## src/rtl/mips_ex_stage.sv

```systemverilog
// rtl/mips_ex_stage.sv - MIPS execute stage: decode, ALU and EX/MEM pipeline register
//
// Purpose:
//    Decodes one 32-bit MIPS instruction combinationally.
//    Selects the ALU operands and operation, and computes the branch target.
//    Registers the result together with the control bits into the EX/MEM stage.
//
// Ports:
//    clk               in   1   rising-edge clock
//    rst               in   1   synchronous active-low reset (0 = reset)
//    flush             in   1   load a bubble into the output register
//    instr             in  32   instruction word
//    pc_plus4          in  32   instruction address + 4
//    rs_data           in  32   register rs value
//    rt_data           in  32   register rt value
//    jump              out  1   combinational, 1 for op 0x02 (j)
//    me_alu_out        out 32   registered ALU result
//    me_wr_reg         out  5   registered destination register
//    me_store_data     out 32   registered rt_data
//    me_branch_target  out 32   registered pc_plus4 + (sext(imm) << 2)
//    me_mem2reg        out  1   registered load-select
//    me_regwr          out  1   registered register write enable
//    me_memwr          out  1   registered memory write enable
//    me_zero           out  1   registered ALU zero flag
//    me_branch         out  2   registered branch type (00 none, 01 beq, 10 bne)

module mips_ex_stage (
   input  logic        clk,
   input  logic        rst,
   input  logic        flush,
   input  logic [31:0] instr,
   input  logic [31:0] pc_plus4,
   input  logic [31:0] rs_data,
   input  logic [31:0] rt_data,
   output logic        jump,
   output logic [31:0] me_alu_out,
   output logic [4:0]  me_wr_reg,
   output logic [31:0] me_store_data,
   output logic [31:0] me_branch_target,
   output logic        me_mem2reg,
   output logic        me_regwr,
   output logic        me_memwr,
   output logic        me_zero,
   output logic [1:0]  me_branch
);

   typedef enum logic [3:0] {
      ALU_ADD  = 4'd0,
      ALU_SUB  = 4'd1,
      ALU_AND  = 4'd2,
      ALU_OR   = 4'd3,
      ALU_XOR  = 4'd4,
      ALU_NOR  = 4'd5,
      ALU_SLT  = 4'd6,
      ALU_SLTU = 4'd7,
      ALU_SLL  = 4'd8,
      ALU_SRL  = 4'd9,
      ALU_SRA  = 4'd10
   } alu_op_t;

   // Instruction fields
   logic [5:0]  op;
   logic [4:0]  rs;
   logic [4:0]  rt;
   logic [4:0]  rd;
   logic [4:0]  shamt;
   logic [5:0]  funct;
   logic [15:0] imm;
   logic [31:0] imm_sext;
   logic [31:0] imm_zext;

   assign op       = instr[31:26];
   assign rs       = instr[25:21];
   assign rt       = instr[20:16];
   assign rd       = instr[15:11];
   assign shamt    = instr[10:6];
   assign funct    = instr[5:0];
   assign imm      = instr[15:0];
   assign imm_sext = {{16{imm[15]}}, imm};
   assign imm_zext = {16'h0000, imm};

   assign jump = (op == 6'h02);

   // Decode outputs
   alu_op_t     alu_op;
   logic [31:0] alu_a;
   logic [31:0] alu_b;
   logic [4:0]  dec_wr_reg;
   logic        dec_regwr;
   logic        dec_mem2reg;
   logic        dec_memwr;
   logic [1:0]  dec_branch;

   // Anything not matched below (including j) falls through as a bubble:
   // no write, no store, no branch, but the ALU still runs on rs/rt.
   always_comb begin
      alu_op      = ALU_ADD;
      alu_a       = rs_data;
      alu_b       = rt_data;
      dec_wr_reg  = 5'd0;
      dec_regwr   = 1'b0;
      dec_mem2reg = 1'b0;
      dec_memwr   = 1'b0;
      dec_branch  = 2'b00;

      case (op)
         6'h00: begin
            case (funct)
               6'h20, 6'h21: begin
                  alu_op     = ALU_ADD;
                  dec_regwr  = 1'b1;
                  dec_wr_reg = rd;
               end
               6'h22, 6'h23: begin
                  alu_op     = ALU_SUB;
                  dec_regwr  = 1'b1;
                  dec_wr_reg = rd;
               end
               6'h24: begin
                  alu_op     = ALU_AND;
                  dec_regwr  = 1'b1;
                  dec_wr_reg = rd;
               end
               6'h25: begin
                  alu_op     = ALU_OR;
                  dec_regwr  = 1'b1;
                  dec_wr_reg = rd;
               end
               6'h26: begin
                  alu_op     = ALU_XOR;
                  dec_regwr  = 1'b1;
                  dec_wr_reg = rd;
               end
               6'h27: begin
                  alu_op     = ALU_NOR;
                  dec_regwr  = 1'b1;
                  dec_wr_reg = rd;
               end
               6'h2A: begin
                  alu_op     = ALU_SLT;
                  dec_regwr  = 1'b1;
                  dec_wr_reg = rd;
               end
               6'h2B: begin
                  alu_op     = ALU_SLTU;
                  dec_regwr  = 1'b1;
                  dec_wr_reg = rd;
               end
               // Shifts take the amount from shamt via operand A.
               6'h00: begin
                  alu_op     = ALU_SLL;
                  alu_a      = {27'd0, shamt};
                  dec_regwr  = 1'b1;
                  dec_wr_reg = rd;
               end
               6'h02: begin
                  alu_op     = ALU_SRL;
                  alu_a      = {27'd0, shamt};
                  dec_regwr  = 1'b1;
                  dec_wr_reg = rd;
               end
               6'h03: begin
                  alu_op     = ALU_SRA;
                  alu_a      = {27'd0, shamt};
                  dec_regwr  = 1'b1;
                  dec_wr_reg = rd;
               end
               default: ;
            endcase
         end
         6'h08, 6'h09: begin
            alu_op     = ALU_ADD;
            alu_b      = imm_sext;
            dec_regwr  = 1'b1;
            dec_wr_reg = rt;
         end
         6'h0A: begin
            alu_op     = ALU_SLT;
            alu_b      = imm_sext;
            dec_regwr  = 1'b1;
            dec_wr_reg = rt;
         end
         6'h0B: begin
            alu_op     = ALU_SLTU;
            alu_b      = imm_sext;
            dec_regwr  = 1'b1;
            dec_wr_reg = rt;
         end
         6'h0C: begin
            alu_op     = ALU_AND;
            alu_b      = imm_zext;
            dec_regwr  = 1'b1;
            dec_wr_reg = rt;
         end
         6'h0D: begin
            alu_op     = ALU_OR;
            alu_b      = imm_zext;
            dec_regwr  = 1'b1;
            dec_wr_reg = rt;
         end
         6'h0E: begin
            alu_op     = ALU_XOR;
            alu_b      = imm_zext;
            dec_regwr  = 1'b1;
            dec_wr_reg = rt;
         end
         // lui reuses the shifter: imm << 16.
         6'h0F: begin
            alu_op     = ALU_SLL;
            alu_a      = 32'd16;
            alu_b      = imm_zext;
            dec_regwr  = 1'b1;
            dec_wr_reg = rt;
         end
         6'h23: begin
            alu_op      = ALU_ADD;
            alu_b       = imm_sext;
            dec_regwr   = 1'b1;
            dec_mem2reg = 1'b1;
            dec_wr_reg  = rt;
         end
         6'h2B: begin
            alu_op    = ALU_ADD;
            alu_b     = imm_sext;
            dec_memwr = 1'b1;
         end
         6'h04: begin
            alu_op     = ALU_SUB;
            dec_branch = 2'b01;
         end
         6'h05: begin
            alu_op     = ALU_SUB;
            dec_branch = 2'b10;
         end
         default: ;
      endcase
   end

   // ALU
   logic [31:0] alu_res;
   logic [4:0]  sh;

   assign sh = alu_a[4:0];

   always_comb begin
      alu_res = 32'd0;
      case (alu_op)
         ALU_ADD:  alu_res = alu_a + alu_b;
         ALU_SUB:  alu_res = alu_a - alu_b;
         ALU_AND:  alu_res = alu_a & alu_b;
         ALU_OR:   alu_res = alu_a | alu_b;
         ALU_XOR:  alu_res = alu_a ^ alu_b;
         ALU_NOR:  alu_res = ~(alu_a | alu_b);
         ALU_SLT:  alu_res = {31'd0, ($signed(alu_a) < $signed(alu_b))};
         ALU_SLTU: alu_res = {31'd0, (alu_a < alu_b)};
         ALU_SLL:  alu_res = alu_b << sh;
         ALU_SRL:  alu_res = alu_b >> sh;
         ALU_SRA:  alu_res = $unsigned($signed(alu_b) >>> sh);
         default:  alu_res = 32'd0;
      endcase
   end

   logic [31:0] branch_target;
   assign branch_target = pc_plus4 + {imm_sext[29:0], 2'b00};

   // EX/MEM register: reset beats flush, flush beats new data.
   always_ff @(posedge clk) begin
      if (!rst || flush) begin
         me_alu_out       <= 32'd0;
         me_wr_reg        <= 5'd0;
         me_store_data    <= 32'd0;
         me_branch_target <= 32'd0;
         me_mem2reg       <= 1'b0;
         me_regwr         <= 1'b0;
         me_memwr         <= 1'b0;
         me_zero          <= 1'b0;
         me_branch        <= 2'b00;
      end else begin
         me_alu_out       <= alu_res;
         me_wr_reg        <= dec_wr_reg;
         me_store_data    <= rt_data;
         me_branch_target <= branch_target;
         me_mem2reg       <= dec_mem2reg;
         me_regwr         <= dec_regwr;
         me_memwr         <= dec_memwr;
         me_zero          <= (alu_res == 32'd0);
         me_branch        <= dec_branch;
      end
   end

endmodule

```

## config.mk

```make
export PLATFORM = sky130hd
export DESIGN_NAME = mips_ex_stage
export DESIGN_NICKNAME = d
export VERILOG_FILES = /design/src/rtl/mips_ex_stage.sv
export SDC_FILE = /design/constraint.sdc
export NUM_CORES = 1
export LEC_CHECK = 0
export ABC_AREA = 1
export BUFFER_PORTS_ARGS = -buffer_cell sky130_fd_sc_hd__clkbuf_2
export CORE_ASPECT_RATIO = 1.1
export CORE_MARGIN = 2
export CORE_UTILIZATION = 60
export CTS_CLUSTER_DIAMETER = 100
export DETAILED_ROUTE_END_ITERATION = 8
export PLACE_DENSITY = 0.91
export SLEW_MARGIN = 20
export SYNTH_ARGS = -nofsm -noshare
export SYNTH_HDL_FRONTEND = slang
export SYNTH_SLANG_ARGS = --single-unit
```

## constraint.sdc

```tcl
create_clock -name clk -period 7.4 [get_ports clk]
set_input_delay 1.85 -clock clk [delete_from_list [all_inputs] [get_ports clk]]
set_output_delay 1.85 -clock clk [all_outputs]
set_load 0.01 [all_outputs]
```

==> flow_summary.toml, run 1 <==
[placed_design]
dp_hpwl_um = 52400
dpl_worst_slack_ns = 0.7759
dpl_cell_area_um2 = 16270
gp_congestion = 1.106
dp.cells = 3184
io_buffer_count = 233

[global_routing]
grt_pass1_wl_um = 102800
grt_max_degree = 70
gr-total-overflow = 0
first_global_vias = 18930
grt_antenna_before_repair = 2
gr-usage-all-layers_pct = 50.48

[logic_synthesis]
yosysWarnings = 0
synthArstFlopShare_pct = 0
syn_nets = 2990
ys.flop_type = "dfxtp_1"
synth_top_area_share_pct = 19.04
synth_cell_types = 56
synth_edf_count = 0
ys_ff_latch = 107
synth_area_leaders = "nand2_1, nand3_1, dfxtp_1, ha_1, inv_1"
syn_area_um2 = 15040
avgSynthCellArea_um2 = 5.523
synth_largest_area_cell = "nand2_1"
syn_inst = 2724
seq_area_frac_synth_pct = 14.24

[floorplanning]
core_um2 = 24550
die_h_um = 170.1
rows = 60
die_area_um2 = 26360
ios = 239
die_w_um = 155.0
initial_core_util_pct = 61.28

[worst_setup_path]
crit_path_end_kind = "flop"
cp-startpoint = "instr[31]"
path_class = "input port to flop"
crit_arrival_ns = 6.93
cp_data_required_time_ns = 7.72
startpoint_type = "input port"
cp_max_fo = 13

[layout]
final_common_cell = "nand2_1"
final_area_um2 = 16620
nNetsFinal = 3151
drive_gt1_share_pct = 11.42
final_cell_count_no_fill = 3200
area_delta_synth_final_pct = 10.45
largestRegisters = "me_alu_out: 32 flops, me_branch_target: 32 flops, me_store_data: 32 flops"
final_util_pct = 67.69
layout_common_cells = "nand2_1, nand3_1, inv_1, nor2_1, clkbuf_2"
num_antenna_cells = 0

[hold_path]
hp-class = "input port to flop"
min_from = "pc_plus4[1]"

[cts]
cts_setup_buffers = 0
cts-hold-fix-buffers = 0
cts_resized = 0
clkSinkCount = 107
cts.path.max_buffers = 2
root_buffer = "clkbuf_16"
htreeDepth = 3
clk_pin_slew_ns = 0.11
cts_tree = "built"
cts_buffers = 9

[outcome]
violations = "DRC"
outcome = "finished with violations"

[route]
initialDrtViolationCount = 3151
wl_um = 67840
ant_nets = 0
vias = 20152
drc = 20
post_drt_wl_per_cell_um = 21.20
first_pass_iters = 9
via_per_inst = 6.298

[timing]
setup_viol_count_final = 0
fin_crit_ns = 6.604
layout_setup_ws_ns = 0.7959
min_period_over_period_pct = 89.24
max_freq_ghz = 0.1514
finalSetupTns_ns = 0
finalHoldViolCount = 0
worstMarginPinSlew_ns = 1.320
drv_slew = 0
rsz0062_at_grt = "false"
slew-limit-headroom_pct = 11.65

[power]
ir_worst_vdd_uv = 111.8
p_leak_uw = 0.009201
power_density_nw_per_um2 = 155.8

[job]
drv_cap = 0
stage by stage:
| stage | power, uW | hold WS [ns] |
|---|---|---|
| global route | 2699 | 1.650 |
| floorplan | 1487 | 1.962 |
| global placement | 1893 | 2.047 |
| finish | 2589 | 1.641 |
| detailed placement | 1914 | 2.062 |
| CTS | 2509 | 1.649 |
critical path: stages:
cell      delay, ns
clkbuf_2       0.13
inv_1          0.06
nand2_1        0.17
o22ai_2        0.21
o21ai_0        0.80
inv_1          0.17
ha_1           0.43
inv_1          0.22
nand2_1        0.14
o21ai_0        0.37
nand3_1        0.14
nand2_1        0.28
nand2_1        0.11
nand2_1        0.13
nand3_1        0.21
nand2_1        0.12
nand2_1        0.05
nand3_1        0.09
nand4_1        0.24
a21oi_1        0.41
nand3_1        0.12
nor2_1         0.22
nand4_1        0.12
nor2_1         0.12
synth_stat cells, types with 6 or more instances:
master and instances:
o21bai_1 8, nor3_1 26, o22ai_1 15, nand3b_1 6, a21boi_0 11, dfxtp_1 107
o21a_1 11, nand3_1 436, o21ai_1 15, nand4_1 27, nand3_2 6, buf_4 13
nor2_1 292, ha_1 132, o21ai_0 138, a21oi_1 194, a21o_1 13, inv_2 12
buf_2 39, o211ai_1 8, nor2_2 9, nor4_1 6, a31oi_1 13, or2_2 7
inv_1 299, nand2_1 763, clkbuf_1 47, and2_1 6, xor2_1 18
routing by layer:
metal  share of wire (%)  track usage, %  wire length, um  up-vias
li1                    -               -                -     9257
met1                  35           58.26            23500     8833
met2                  40           75.50            27190     1610
met3                  15           17.34            10320      450
met4                  10           41.34             6827        2
met5               0.013               0                9        -
where the power goes:
group / total (uW) / internal (uW) / leakage (uW) / switching, uW
Clock: 602 / 309 / 0.000168 / 293
Sequential: 624 / 612 / 0.000878 / 11.5
Combinational: 1360 / 394 / 0.00816 / 969
worst paths after layout:
check                              to  depth (start not counted)
setup / recovery              me_zero                         24
hold / removal    me_branch_target[1]                          3
cell families (layout without fill, tap and decap cells):
family,after synthesis,in the layout,synth area share (%)
simple gates,1597,1597,45.36
compound gates,444,444,16.48
buf+inv,422,588,11.44
fa+ha+maj,135,135,11.38
flops,107,107,14.24
xor+xnor,19,19,1.106
cell type report:
cell class	count	area (um^2)
Timing Repair Buffer	259	1361
Fill cell	2370	7931
Multi-Input combinational cell	2195	11210
Inverter	313	1176
Tap cell	310	387.9
Clock buffer	9	225.2
Clock inverter	7	118.9
Sequential cell	107	2142
Power figures use the tool's default switching activity.
==> inputs of run 2 (changes only) <==
CELL_PAD_IN_SITES_DETAIL_PLACEMENT = 1   (was default)
CELL_PAD_IN_SITES_GLOBAL_PLACEMENT = 2   (was default)
CORE_UTILIZATION = 32   (was 60)
CTS_CLUSTER_SIZE = 14   (was default)
PLACE_DENSITY = 0.95   (was 0.91)
==> run 2 against run 1 <==
Compared with the run above:
- the run now ends clean
- die area is 85% higher
- count of clock-buffer cells in the layout is the same
- total power is 0.22% lower
- sequential share of layout area decreased by 0.36 points
- sequential cell count stayed put
- global-route usage fell by 17 points
- non-clock buffer count increased by 21
- critical endpoint unchanged
- largest power group unchanged
==> flow_summary.toml, run 2 (synthesis results as in run 1) <==
[worst_setup_path]
cp_max_fo = 27
max_stage_delay_ns = 0.59
path_class = "input port to flop"
path_buf_inv = 6
cp_top_family = "simple AND/OR/NAND/NOR gates"
startpoint_type = "input port"
crit_arrival_ns = 7.01
cpMaxStageDelayCell = "a21oi_1"
crit_path_frequent_cell = "nor2_1"
cp_data_required_time_ns = 7.75
crit_path_end_kind = "flop"

[cts]
clkSinkCount = 107
root_buffer = "clkbuf_16"
cts_buffers = 9
cts_resized = 0
cts.path.max_buffers = 2
cts_tree = "built"
cts_setup_buffers = 0
cts-hold-fix-buffers = 0
clk_pin_slew_ns = 0.09
htreeDepth = 3

[layout]
regArea_um2 = 2142
num_antenna_cells = 0
final_cell_count_no_fill = 3506
largestRegisters = "me_alu_out: 32 flops, me_branch_target: 32 flops, me_store_data: 32 flops"
drive_gt1_share_pct = 12.02
fill_cells = 6552
layout_common_cells = "nand2_1, nand3_1, inv_1, nor2_1, clkbuf_2"
area_delta_synth_final_pct = 13.60
multi_input_area_um2 = 11210
nNetsFinal = 3172
final_common_cell = "nand2_1"

[global_routing]
gr-usage-all-layers_pct = 33.27
first_global_vias = 20172
grt_pass1_wl_um = 122300
grt_max_degree = 69
grt_antenna_before_repair = 1
gr-total-overflow = 0

[route]
initialDrtViolationCount = 1485
post_drt_wl_per_cell_um = 23.27
drc = 0
vias = 19767
first_pass_iters = 5
via_per_inst = 5.638
wl_um = 81600
ant_nets = 0

[floorplanning]
rows = 83
die_h_um = 231.4
die_w_um = 210.7
ios = 239
die_area_um2 = 48770
core_um2 = 46520
initial_core_util_pct = 32.34

[timing]
slew-limit-headroom_pct = 24.80
finalHoldViolCount = 0
rsz0062_at_grt = "false"
fin_crit_ns = 6.655
max_freq_ghz = 0.1503
drv_slew = 0
min_period_over_period_pct = 89.93
worstMarginPinSlew_ns = 1.124
holdWs_ns = 1.633
finalSetupTns_ns = 0
setup_viol_count_final = 0

[placed_design]
dp.cells = 3490
gp_congestion = 0.9839
dp_hpwl_um = 67220
io_buffer_count = 233

[hold_path]
hp-class = "input port to flop"

[power]
power_density_nw_per_um2 = 151.2
power_uw = 2584
p_leak_uw = 0.009280
ir_worst_vdd_uv = 137.0

[job]
drv_cap = 0

[outcome]
outcome = "complete, no violations"
-- run 2: power by group --
group	internal [uW]	switching [uW]	total (uW)
registers	612	10.9	623
logic	416	1030	1450
clock network	234	278	512
total	1260	1320	2580
-- run 2: metal layers --
| layer | vias up | wire [um] | track usage, % |
|---|---|---|---|
| met4 | 2 | 5471 | 20.58 |
| met2 | 800 | 37150 | 55.30 |
| met5 | - | 13 | 0 |
| met1 | 9476 | 33430 | 40.31 |
| li1 | 9285 | - | - |
| met3 | 204 | 5533 | 5.068 |
-- run 2: cell type report --
type | count | share of cell area [%]
Clock buffer | 9 | 1.318
Inverter | 313 | 6.882
Sequential cell | 107 | 12.53
Clock inverter | 7 | 0.3368
Multi-Input combinational cell | 2195 | 65.61
Tap cell | 595 | 4.356
Timing Repair Buffer | 280 | 8.961
-- run 2: path summary, 6_finish.rpt --
| check | start | end | slack, ns | cells after the start |
|---|---|---|---|---|
| setup / recovery | instr[5] | me_zero | 0.74 | 25 |
| hold / removal | rt_data[19] | me_store_data[19] | 1.63 | 3 |
-- run 2: through the flow --
step                      setup WS (ns)  utilization, %  instance area [um^2]
after detailed placement         0.4908           36.13                 16810
after global placement           0.6058           36.13                 16810
after floorplan                   1.929               -                 15040
final                            0.7450           36.73                 17090
after global routing             0.3867           36.73                 17090
after CTS                        0.9150           36.73                 17090
